$ cat config.mk
export PLATFORM = sky130hd
export DESIGN_NAME = mips_multicycle_ctrl
export DESIGN_NICKNAME = d
export VERILOG_FILES = /design/src/rtl/mips_multicycle_ctrl.sv
export SDC_FILE = /design/constraint.sdc
export NUM_CORES = 1
export LEC_CHECK = 0
export BUFFER_PORTS_ARGS = -buffer_cell sky130_fd_sc_hd__buf_2
export CAP_MARGIN = 15
export CORE_ASPECT_RATIO = 1.1
export CORE_MARGIN = 2
export CORE_UTILIZATION = 35
export DETAILED_ROUTE_END_ITERATION = 10
export PLACE_DENSITY = 0.66
export REMOVE_ABC_BUFFERS = 1
export SETUP_SLACK_MARGIN = 0.3
export SLEW_MARGIN = 20
export SYNTH_ARGS = -nofsm -noshare
export SYNTH_HDL_FRONTEND = slang
export SYNTH_SLANG_ARGS = --single-unit
$ cat constraint.sdc
create_clock -name clk -period 5 [get_ports clk]
set_input_delay 1.25 -clock clk [delete_from_list [all_inputs] [get_ports clk]]
set_output_delay 1.25 -clock clk [all_outputs]
set_load 0.02 [all_outputs]
$ cat src/rtl/mips_multicycle_ctrl.sv
// Multicycle MIPS control FSM: sequences fetch/decode/execute/memory/writeback
// and drives ALU selects, datapath write enables, memory strobes and a retire counter.
module mips_multicycle_ctrl #(
    parameter int CNT_W = 32
) (
    input  logic             clk,
    input  logic             reset_n,
    input  logic [5:0]       opcode,
    input  logic [5:0]       funct,
    input  logic             zero_flag,
    input  logic             mem_ready,
    output logic [1:0]       alu_funct,
    output logic             alu_in_sel,
    output logic             mem_read,
    output logic             mem_write,
    output logic             ir_write,
    output logic             pc_write,
    output logic             pc_src,
    output logic             i_or_d,
    output logic             reg_write,
    output logic             reg_dst,
    output logic             mem_to_reg,
    output logic             illegal_op,
    output logic [CNT_W-1:0] instr_count
);

    typedef enum logic [3:0] {
        IDLE, FETCH, DECODE, EX_R, EX_ADDR, EX_BEQ, EX_ADDI,
        MEM_RD, MEM_WR, WB_R, WB_LW, WB_I
    } state_e;

    localparam logic [5:0] OP_R    = 6'h00;
    localparam logic [5:0] OP_LW   = 6'h23;
    localparam logic [5:0] OP_SW   = 6'h2B;
    localparam logic [5:0] OP_BEQ  = 6'h04;
    localparam logic [5:0] OP_ADDI = 6'h08;
    localparam logic [5:0] FN_ADD  = 6'h20;
    localparam logic [5:0] FN_SUB  = 6'h22;

    state_e           state_q, state_d;
    logic [CNT_W-1:0] cnt_q, cnt_d;
    logic             retire;

    // State and retire counter registers
    always_ff @(posedge clk or negedge reset_n) begin
        if (!reset_n) begin
            state_q <= IDLE;
            cnt_q   <= '0;
        end else begin
            state_q <= state_d;
            cnt_q   <= cnt_d;
        end
    end

    // Next-state and output decode
    always_comb begin
        state_d    = state_q;
        retire     = 1'b0;
        alu_funct  = 2'b00;
        alu_in_sel = 1'b0;
        mem_read   = 1'b0;
        mem_write  = 1'b0;
        ir_write   = 1'b0;
        pc_write   = 1'b0;
        pc_src     = 1'b0;
        i_or_d     = 1'b0;
        reg_write  = 1'b0;
        reg_dst    = 1'b0;
        mem_to_reg = 1'b0;
        illegal_op = 1'b0;
        unique case (state_q)
            IDLE: state_d = FETCH;
            FETCH: begin
                mem_read = 1'b1;
                if (mem_ready) begin
                    ir_write = 1'b1;
                    pc_write = 1'b1;
                    state_d  = DECODE;
                end
            end
            DECODE: begin
                if (opcode == OP_R && (funct == FN_ADD || funct == FN_SUB))
                    state_d = EX_R;
                else if (opcode == OP_LW || opcode == OP_SW)
                    state_d = EX_ADDR;
                else if (opcode == OP_BEQ)
                    state_d = EX_BEQ;
                else if (opcode == OP_ADDI)
                    state_d = EX_ADDI;
                else begin
                    illegal_op = 1'b1;
                    state_d    = FETCH;
                end
            end
            EX_R: begin
                alu_funct = (funct == FN_SUB) ? 2'b10 : 2'b00;
                state_d   = WB_R;
            end
            EX_ADDR: begin
                alu_in_sel = 1'b1;
                state_d    = (opcode == OP_SW) ? MEM_WR : MEM_RD;
            end
            EX_ADDI: begin
                alu_in_sel = 1'b1;
                state_d    = WB_I;
            end
            EX_BEQ: begin
                alu_funct = 2'b10;
                pc_src    = 1'b1;
                pc_write  = zero_flag;
                retire    = 1'b1;
                state_d   = FETCH;
            end
            MEM_RD: begin
                mem_read = 1'b1;
                i_or_d   = 1'b1;
                if (mem_ready) state_d = WB_LW;
            end
            MEM_WR: begin
                mem_write = 1'b1;
                i_or_d    = 1'b1;
                if (mem_ready) begin
                    retire  = 1'b1;
                    state_d = FETCH;
                end
            end
            WB_R: begin
                reg_write = 1'b1;
                reg_dst   = 1'b1;
                retire    = 1'b1;
                state_d   = FETCH;
            end
            WB_I: begin
                reg_write = 1'b1;
                retire    = 1'b1;
                state_d   = FETCH;
            end
            WB_LW: begin
                reg_write  = 1'b1;
                mem_to_reg = 1'b1;
                retire     = 1'b1;
                state_d    = FETCH;
            end
            default: state_d = IDLE;
        endcase
        cnt_d = retire ? cnt_q + 1'b1 : cnt_q;
    end

    assign instr_count = cnt_q;

endmodule
# Yosys cells after proc, flatten, opt, wreduce, memory -nomap -nowiden
# Cells that the tools add are included.
# W data, S select, Z words.
classes:
  magnitude_cmp: 0
  shifts: 0
  bitwise_logic: 0
  mux: 28
  n_reduce_logical: 12
  eq_ne: 20
  mul: 0
  add_sub_neg: 1
  n_div: 0
ops:
  columns: ["operator", "n"]
  rows:
  - ["$add A32 B1 Y32 const B", 1]
  - ["$pmux W4 S8", 1]
  - ["$eq A6 B6 Y1 const B", 4]
  - ["$eq A4 B3 Y1 const B", 4]
  - ["$eq A4 B4 Y1 const B", 4]
  - ["$mux W4", 4]
  - ["$mux W1", 15]
  - ["$mux W3", 4]
  - ["$eq A4 B2 Y1 const B", 2]
  - ["$eq A6 B3 Y1 const B", 1]
  - ["$eq A6 B4 Y1 const B", 1]
  - ["$logic_not A6 Y1", 1]
  - ["$ne A2 B2 Y1 const B", 3]
  - ["$reduce_or A2 Y1", 3]
  - ["$reduce_or A5 Y1", 1]
  - ["$eq A4 B1 Y1 const B", 1]
  - ["$logic_not A4 Y1", 1]
  - ["$pmux W1 S2", 2]
  - ["$pmux W2 S2", 1]
  - ["$reduce_or A4 Y1", 1]
  - ["$reduce_and A3 Y1", 1]
  - ["$reduce_or A3 Y1", 1]
  - ["$logic_or A1 B1 Y1", 2]
  - ["$mux W2", 1]
  - ["$logic_and A1 B1 Y1", 1]
word_totals:
  ramBits: 0
  output_inout_bits: 45
  input_bits: 16
  latch_bits: 0
  ff_bits: 36
  rom_bits: 0
  elab_cells: 63
  mem_count: 0

# Depth between registers and ports, before layout
depth:
  word_depth: 6
  mapped_depth: 6
  mapped_depth_nobuf: 5

# Worst setup path after synthesis
# Ideal clock, no wire load.
synth_path:
  path_kind: "input port to output port"
  startpoint: "input port mem_ready"
  endpoint: "output port pc_write"
  path_buffers: 0
  setup_slack_ns: 1.606
  stages: 3
  arrival_time_ns: 2.144
  t_required_ns: 3.750
  path_cell_list: "nand3b_1 -> nor3_1 -> a21o_1"
synth_via:
  elab_chain_cells: 2
synth_rtl:
  columns: ["item", "line", "text"]
  rows:
  - ["from (decl)", "11", "input logic mem_ready,"]
  - ["$mux W1", "75", "if (mem_ready) begin"]
  - ["$pmux W1 S2", "71", "unique case (state_q)"]
  - ["to (decl)", "17", "output logic pc_write,"]
# No other way between the ends.

# Worst setup path after layout
layout_path:
  startpoint: "register state_q[3]"
  endpoint: "output port pc_write"
layout_via:
  elab_chain_cells: 2
  word_cells_on_any_way: 3
  cone_classes: "eq/ne: 2; mux: 1"
layout_rtl:
  columns: ["item", "line", "text"]
  rows:
  - ["from (decl)", "40", "state_e state_q, state_d;"]
  - ["from (signal assigned)", "50", "state_q <= state_d;"]
  - ["$eq A4 B3 Y1 or $eq A4 B1 Y1 (tied branches)", "71", null]
  - ["$pmux W1 S2 (*)", "71", null]
# Every way passes the cells marked *; elsewhere a longest branch is shown, timed or not.

==> metrics.yaml <==
outcome: "completed"
routabilityCongestion: 0.890
cp_max_fo: 32
min-delay-start: "instr_count[31]"
cp-end-kind: "output pin"
cts_tree: "done"
p_leak_nw: 0.931
worstMarginPinSlew_ns: 1.06
final_antenna_net_count: 0
crit_chain: "nand2b_1, or2_2, inv_1, a21o_1, buf_2"
overflow: 0
critPathLaunch: "state_q[3]"
rsz0062_at_grt: "false"
fmax_mhz: 270
synthToLayoutAreaGrowth_pct: 17.6
grt_pass1_wl_um: 8870
r2r-start: "state_q[0]"
yosys.area.top_type_share_pct: 38.1
max-vdd-ir-drop_mv: 0.215
cts_setup_buffers: 0
dp_hpwl_um: 3610
grt_pass1_vias: 1850
grt_use_total_pct: 14.9
setup_viol: 0
antenna_found_initial: 0
cts.sinks: 36
synth_cell_types: 47
cp_slowest_cell: "or2_2"
via_per_inst: 5.46
register_area_um2: 901
yosysWarningCount: 0
cts_buffers: 5
fp-row-count: 31
die_area_um2: 7420
final_util_pct: 42.4
min_path_type: "reg2reg"
vias: 1953
drtIter0Drc: 129
syn_area_per_cell_um2: 10.6
first_pass_iters: 4
fin_skew_ns: 0.00575
grt_max_degree: 37
hold_viol_final: 0
synth_area_leaders: "dfrtp_1, xor2_1, a2111oi_2"
ys_ff_latch: 36
critPathBufInv: 2
fillers: 632
cts_max_level: 2
drv_slew: 0
path_clk_slew_ns: 0.08
antenna_cells: 0
die_w_um: 82.3
final.setup.tns_ns: 0
drc: 0
postCtsHoldBufs: 0
io_pins: 61
root_buffer: "clkbuf_8"
cp_top_family: "simple AND/OR/NAND/NOR gates"
max_stage_delay_ns: 0.78
io_buffers: 59
fp.coreArea_um2: 6560
multi_input_area_um2: 1340
fin_crit_sh_pct: 74.0
arrival_ns: 2.45
die_y_um: 90.2
ys_seq_area_share_pct: 38.1
cap_violations: 0
clock_path_buffers: 2
slew_headroom_pct: 28.8
postSynthCellCount: 223
synth_area_leader_cell: "dfrtp_1"
cts_resized: 0
wl_per_cell_um: 14.7
period_minus_slack_ns: 3.70
routed_wl_um: 5260
powerDensity_nw_per_um2: 376
crit_required_ns: 3.75
layout-drive-gt1-share_pct: 34.8
mostFrequentLayoutCell: "buf_2"
num-nets-final: 292
cp-start-kind: "flop"
final_cell_mix: "buf_2, dfrtp_1, xor2_1"
start_util_pct: 36.0
syn_area_um2: 2360
clk_latency_ns: 0.29
critPathKind: "reg2out"
==> path summary, 6_finish.rpt <==
path,endpoint,slack (ns),depth (start not counted)
hold reg to reg,instr_count[31],0.47,1
setup / recovery,pc_write,1.30,5
setup reg to reg,instr_count[4],2.68,4
hold / removal,instr_count[31],0.47,1
max in group asynchronous,instr_count[24],3.45,1
min in group asynchronous,instr_count[17],1.04,1
==> area by class of cell <==
type / count / area share, %
Sequential cell: 36 / 32.4
Timing Repair Buffer: 60 / 10.9
Tap cell: 82 / 3.69
Inverter: 10 / 1.35
Clock buffer: 6 / 2.97
Clock inverter: 2 / 0.360
Multi-Input combinational cell: 162 / 48.3
==> per-layer routing <==
layer	track usage, %	vias to the layer above	routed length (um)
met1	20.2	960	2420
met4	5.42	0	87
li1	-	931	-
met5	0	-	0
met3	3.01	7	271
met2	23.1	55	2480
==> power breakdown <==
part / internal, W / switching, W
registers: 0.000331 / 0.0000735
clock network: 0.000110 / 0.000108
logic: 0.000140 / 0.000281
==> flip-flops by register name (all words and copies together) (netlist names) <==
register and flops:
instr_count 32, state_q 4
==> per-stage QoR <==
step	area, um^2	hold slack [ns]	power [W]	setup slack [ns]	cells
5_1_grt	2780	0.488	0.00112	1.12	358
3_5_place_dp	2690	0.457	0.000833	1.41	350
2_1_floorplan	2270	0.578	0.000694	1.13	208
3_3_place_gp	2690	0.458	0.000828	1.48	350
6_report	2780	0.468	0.00104	1.30	358
4_1_cts	2780	0.471	0.00106	1.28	358
==> logic make-up (layout without fill, tap and decap cells) <==
| kind of cell | count (synthesis) | in the layout | synth area share (%) |
|---|---|---|---|
| AO/OA/AOI/OAI | 51 | 51 | 25.2 |
| XOR/XNOR | 32 | 32 | 11.9 |
| adder cells (fa/ha/maj) | 1 | 1 | 0.530 |
| buffers and inverters | 25 | 78 | 5.51 |
| flip-flops | 36 | 36 | 38.1 |
| multiplexers | 1 | 1 | 0.477 |
| other | 1 | 1 | 0.159 |
| AND/OR/NAND/NOR | 76 | 76 | 18.2 |
==> Yosys cell counts, drive strengths merged <==
cell and n:
a2111oi 17, nor2b 2, nand3b 1, ha 1, xnor2 4, and3 2
mux2 1, or2 1, and4 7, a21boi 1, or4 1, nand4 7
xor2 28, and2 1, nand3 13, o2111ai 1, nor3 4, a21o 2
conb 1, nand2b 6, a41oi 2, o32ai 2, dfrtp 36, a211oi 10
a31oi 1, nor2 15, a221oi 1, o21ai 2, a22oi 1, clkbuf 6
a221o 2, inv 10, o22ai 2, buf 9, nor4 2, o311ai 1
a21oi 5, o22a 1, nand2 14
Note: power is estimated with default switching activity, not from simulation.
